**config.mk**
```make
export PLATFORM = sky130hd
export DESIGN_NAME = serial_word_comparator
export DESIGN_NICKNAME = d
export VERILOG_FILES = /design/src/rtl/cmp_pkg.sv /design/src/rtl/cmp2_slice.sv /design/src/rtl/serial_word_comparator.sv
export SDC_FILE = /design/constraint.sdc
export NUM_CORES = 1
export LEC_CHECK = 0
export CAP_MARGIN = 20
export CORE_ASPECT_RATIO = 0.6
export CORE_MARGIN = 2
export CORE_UTILIZATION = 51
export DETAILED_ROUTE_END_ITERATION = 10
export PLACE_DENSITY_LB_ADDON = 0.3
export SETUP_SLACK_MARGIN = 0.05
export SLEW_MARGIN = 20
export SYNTH_ARGS = -nofsm -noshare
export SYNTH_HDL_FRONTEND = slang
export SYNTH_HIERARCHICAL = 1
export SYNTH_SLANG_ARGS = --single-unit
```
**constraint.sdc**
```tcl
create_clock -name clk -period 2.5 [get_ports clk]
set_clock_uncertainty 0.2 [all_clocks]
set_input_delay 0.25 -clock clk [delete_from_list [all_inputs] [get_ports clk]]
set_output_delay 0.25 -clock clk [all_outputs]
set_load 0.03 [all_outputs]
```
**src/rtl/cmp_pkg.sv**
```systemverilog
// cmp_pkg: shared state encodings, one-hot result constants and slice width
// for the serial word comparator.
package cmp_pkg;
    typedef enum logic [1:0] {
        ST_IDLE = 2'd0,
        ST_CMP  = 2'd1,
        ST_DONE = 2'd2
    } state_t;
    localparam int SLICE_W = 2;
    // Result vectors are ordered {G, E, L}.
    localparam logic [2:0] RES_G = 3'b100;
    localparam logic [2:0] RES_E = 3'b010;
    localparam logic [2:0] RES_L = 3'b001;
endpackage

```
**src/rtl/cmp2_slice.sv**
```systemverilog
// cmp2_slice: gate-level 2-bit unsigned magnitude comparator producing G/E/L.
module cmp2_slice (
    input  logic [1:0] a,
    input  logic [1:0] b,
    output logic       G,
    output logic       E,
    output logic       L
);
    logic hi_eq, lo_eq;
    assign hi_eq = ~(a[1] ^ b[1]);
    assign lo_eq = ~(a[0] ^ b[0]);
    assign G = (a[1] & ~b[1]) | (hi_eq & a[0] & ~b[0]);
    assign L = (~a[1] & b[1]) | (hi_eq & ~a[0] & b[0]);
    assign E = hi_eq & lo_eq;
endmodule

```
**src/rtl/serial_word_comparator.sv**
```systemverilog
// serial_word_comparator: MSB-first multi-cycle unsigned compare, one 2-bit slice per clock.
// Define SERIAL_CMP_EARLY_EXIT_EN to finish at the first unequal slice.
module serial_word_comparator
    import cmp_pkg::*;
#(
    parameter int WIDTH = 8
) (
    input  logic             clk,
    input  logic             rst,
    input  logic             start,
    input  logic [WIDTH-1:0] a,
    input  logic [WIDTH-1:0] b,
    output logic             busy,
    output logic             done,
    output logic             G,
    output logic             E,
    output logic             L
);
    localparam int NS = WIDTH / SLICE_W;
    localparam int IW = NS > 1 ? $clog2(NS) : 1;

    state_t               state, state_n;
    logic [WIDTH-1:0]     ra, rb;
    logic [IW-1:0]        idx;
    logic [SLICE_W-1:0]   sa, sb;
    logic                 sg, sl, cg, ce, cl, fg, fl, fin, accept;
    logic [2:0]           res;

    assign sa = ra[int'(idx) * SLICE_W +: SLICE_W];
    assign sb = rb[int'(idx) * SLICE_W +: SLICE_W];

    cmp2_slice u_slice (
        .a(sa),
        .b(sb),
        .G(cg),
        .E(ce),
        .L(cl)
    );

    assign accept = start && state != ST_CMP;
`ifdef SERIAL_CMP_EARLY_EXIT_EN
    assign fin = idx == '0 || !ce;
`else
    assign fin = idx == '0;
`endif

    always_ff @(posedge clk) begin
        if (rst) state <= ST_IDLE;
        else     state <= state_n;
    end

    always_comb begin
        state_n = accept ? ST_CMP : state == ST_CMP ? (fin ? ST_DONE : ST_CMP) : ST_IDLE;
    end

    always_comb begin
        busy = state == ST_CMP;
        done = state == ST_DONE;
    end

    // The first unequal slice decides; later slices cannot override it.
    always_comb begin
        fg = sg | (!sl & cg);
        fl = sl | (!sg & cl);
    end

    always_ff @(posedge clk) begin
        if (rst) begin
            ra  <= '0;
            rb  <= '0;
            idx <= '0;
            sg  <= 1'b0;
            sl  <= 1'b0;
            res <= '0;
        end else if (accept) begin
            ra  <= a;
            rb  <= b;
            idx <= IW'(NS - 1);
            sg  <= 1'b0;
            sl  <= 1'b0;
        end else if (state == ST_CMP) begin
            idx <= idx == '0 ? idx : idx - 1'b1;
            sg  <= fg;
            sl  <= fl;
            if (fin) res <= fg ? RES_G : fl ? RES_L : RES_E;
        end
    end

    assign {G, E, L} = res;
endmodule

```
==> results of run 1 <==
-- path summary, 6_finish.rpt --
kind / start / endpoint
hold / removal: res[1] / res[1]
setup / recovery: idx[0] / res[1]
setup reg to reg: idx[0] / res[1]
hold reg to reg: res[1] / res[1]
-- state kept, by name (all words and copies together), names as in the netlist --
register / cells
res: 3
idx: 2
sg: 1
state: 2
ra: 8
rb: 8
sl: 1
-- per-stage QoR --
stage / setup WS (ps) / total power [mW]
after floorplan: 229 / 0.625
after global placement: 282 / 0.673
after CTS: 122 / 0.924
after global routing: 82.8 / 0.963
final: 181 / 0.919
after detailed placement: 199 / 0.683
-- what timing repair did --
action	in CTS	in global routing
setup endpoints to repair	0	1
gates resized for setup	0	1
endpoints found under the hold margin	0	0
-- layout make-up --
class,instances,area (um^2)
fillers,215,916
flip-flops and latches,25,500
inverters,8,35.0
multi-input cells,86,681
well taps,32,40.0
clock buffers,4,45.0
repair buffers,26,253
-- worst min-delay path, cell delays in order, from the launching register on --
cell and delay [ps]:
dfxtp_1 320, nand2_1 70, a21oi_2 40
-- cells in the final DEF, fill, tap and decap left out, drive strengths merged, types with 4 or more instances in the layout --
cell type / instances
a21oi: 23
ha: 4
inv: 8
o21ai: 18
clkdlybuf4s50: 23
mux4: 4
dfxtp: 25
clkbuf: 4
nand3: 17
-- where the power goes --
part	total (mW)	internal, mW	switching (mW)
Combinational	0.232	0.106	0.125
Sequential	0.451	0.426	0.0246
Clock	0.237	0.114	0.123
-- metal layers --
layer	global-route usage [%]	vias to the layer above	wire [um]	part of all wire, %
met5	0	-	0	0
li1	-	509	-	-
met4	3.53	0	17	0.60
met2	34.0	26	1360	48
met3	4.28	2	142	5.0
met1	29.3	486	1320	47
==> flow_results.xml, run 1 <==
<?xml version="1.0" encoding="UTF-8"?>
<metrics>
  <group name="grt">
    <metric name="wire_length_of_the_first_global_routing_pass" unit="um">4870</metric>
    <metric name="largest_net_degree_at_the_start_of_global_routing" unit="">27</metric>
    <metric name="grt_pass1_vias" unit="">993</metric>
    <metric name="antenna_found_initial" unit="">0</metric>
    <metric name="grt_overflow_total" unit="">0</metric>
    <metric name="global_route.usage.total" unit="%">20.9</metric>
  </group>
  <group name="sta">
    <metric name="finalCriticalPeriod" unit="ps">2320</metric>
    <metric name="fin_worst_hold_slack" unit="ps">266</metric>
    <metric name="final_min_period_over_clock_period" unit="%">92.7</metric>
    <metric name="finalMaxSlewViolations" unit="">0</metric>
    <metric name="finalSetupViolCount" unit="">0</metric>
    <metric name="hold_violations" unit="">0</metric>
    <metric name="timing.fmax" unit="MHz">431</metric>
    <metric name="setup_total_negative_slack" unit="ps">0</metric>
    <metric name="slew_headroom" unit="%">70.3</metric>
    <metric name="worst_pin_slew" unit="ps">445</metric>
    <metric name="rsz_0062_raised_after_global_routing" unit="">false</metric>
  </group>
  <group name="floorplan">
    <metric name="floorplan.initialDensity" unit="%">52.6</metric>
    <metric name="ios" unit="">24</metric>
    <metric name="die_height" unit="um">43.1</metric>
    <metric name="dieWidth" unit="um">69.2</metric>
    <metric name="floorplan.core_area" unit="um^2">2470</metric>
    <metric name="fp-row-count" unit="">14</metric>
    <metric name="design.die.area" unit="um^2">2980</metric>
  </group>
  <group name="worst_setup_path">
    <metric name="setup.worst_path.end_class" unit="">flip-flop</metric>
    <metric name="worstRegToRegCells" unit="">7</metric>
    <metric name="path_depth" unit="">7</metric>
    <metric name="critPathArrivalTime" unit="ps">2330</metric>
    <metric name="crit_type" unit="">flip-flop to flip-flop</metric>
    <metric name="critical_path.startpoint_type" unit="">flip-flop</metric>
    <metric name="worstPathRequired" unit="ps">2510</metric>
    <metric name="reg2reg_slack" unit="ps">180</metric>
    <metric name="max_stage_delay" unit="ps">570</metric>
    <metric name="timing.critical_path.slowest_stage_cell" unit="">mux4_2</metric>
    <metric name="crit_fanout" unit="">3</metric>
    <metric name="worst-path-buf-inv" unit="">1</metric>
    <metric name="worstPathCellList" unit="">mux4_2 -&gt; inv_1 -&gt; ha_1 -&gt; a31o_1 -&gt; nor4_2 -&gt; nand3_2 -&gt; a21oi_2</metric>
    <metric name="worst_path_top_cell_family_by_delay" unit="">multiplexers</metric>
  </group>
  <group name="route">
    <metric name="detailroute.via_count" unit="">1023</metric>
    <metric name="detail_route.wirelength" unit="um">2840</metric>
    <metric name="detail_route.iter0.violations" unit="">32</metric>
    <metric name="route.detailed.vias_per_inst" unit="">5.65</metric>
    <metric name="drt-pass1-iter-count" unit="">4</metric>
    <metric name="drt.antenna.violating_nets" unit="">0</metric>
    <metric name="wl_per_cell" unit="um">15.7</metric>
    <metric name="drc" unit="">0</metric>
  </group>
  <group name="finish">
    <metric name="nNetsFinal" unit="">173</metric>
    <metric name="stdcell_area" unit="um^2">1550</metric>
    <metric name="syn_to_final_growth" unit="%">19.5</metric>
    <metric name="finalCoreUtilization" unit="%">62.9</metric>
    <metric name="drive_gt1_share" unit="%">28.2</metric>
    <metric name="final-instance-count-excl-fill" unit="">181</metric>
    <metric name="n_antenna_cell" unit="">0</metric>
  </group>
  <group name="pwr">
    <metric name="p_per_area" unit="nW/um^2">591</metric>
    <metric name="ir_drop" unit="uV">281</metric>
    <metric name="total_leakage_power" unit="nW">0.532</metric>
  </group>
  <group name="run">
    <metric name="max_cap_violations" unit="">0</metric>
  </group>
  <group name="placed_design">
    <metric name="numPortBuffers" unit="">23</metric>
    <metric name="dp.final_hpwl" unit="um">1920</metric>
    <metric name="globalplace.congestion" unit="">0.806</metric>
    <metric name="numPlacedInstances" unit="">177</metric>
    <metric name="place_area" unit="um^2">1500</metric>
  </group>
  <group name="cts">
    <metric name="cts.root.buffer_cell" unit="">clkbuf_8</metric>
    <metric name="postCtsHoldBufs" unit="">0</metric>
    <metric name="clk_latency" unit="ps">270</metric>
    <metric name="clockBufferDepth" unit="">2</metric>
    <metric name="path_clk_slew" unit="ps">90</metric>
    <metric name="cts_tree" unit="">done</metric>
    <metric name="clock_tree.htree_level_count" unit="">1</metric>
    <metric name="total_clock_buffers_created_by_cts" unit="">3</metric>
    <metric name="clkSinkCount" unit="">25</metric>
    <metric name="post_cts_buffers" unit="">0</metric>
  </group>
  <group name="hold_path">
    <metric name="worst_hold_path.num_cells" unit="">2</metric>
    <metric name="hold_class" unit="">flip-flop to flip-flop</metric>
  </group>
  <group name="yosys">
    <metric name="synth.avg_cell_area" unit="um^2">10.0</metric>
    <metric name="synth.cell_area" unit="um^2">1300</metric>
    <metric name="postSynthNetCount" unit="">153</metric>
    <metric name="synthesis.yosys.warnings" unit="">6</metric>
    <metric name="synth_cells" unit="">130</metric>
  </group>
  <group name="run_status">
    <metric name="status" unit="">completed</metric>
  </group>
</metrics>
Power figures use the tool's default switching activity.
==> run 2: changes to the inputs <==
CAP_MARGIN = 10   (was 20)
==> results of run 2 <==
No change in the layout: final DEF, timing and power equal those of run 1.
==> run 3: changes to the inputs <==
SKIP_CTS_REPAIR_TIMING = 1   (was unset)
==> results of run 3 <==
No change in the layout: final DEF, timing and power equal those of run 1.
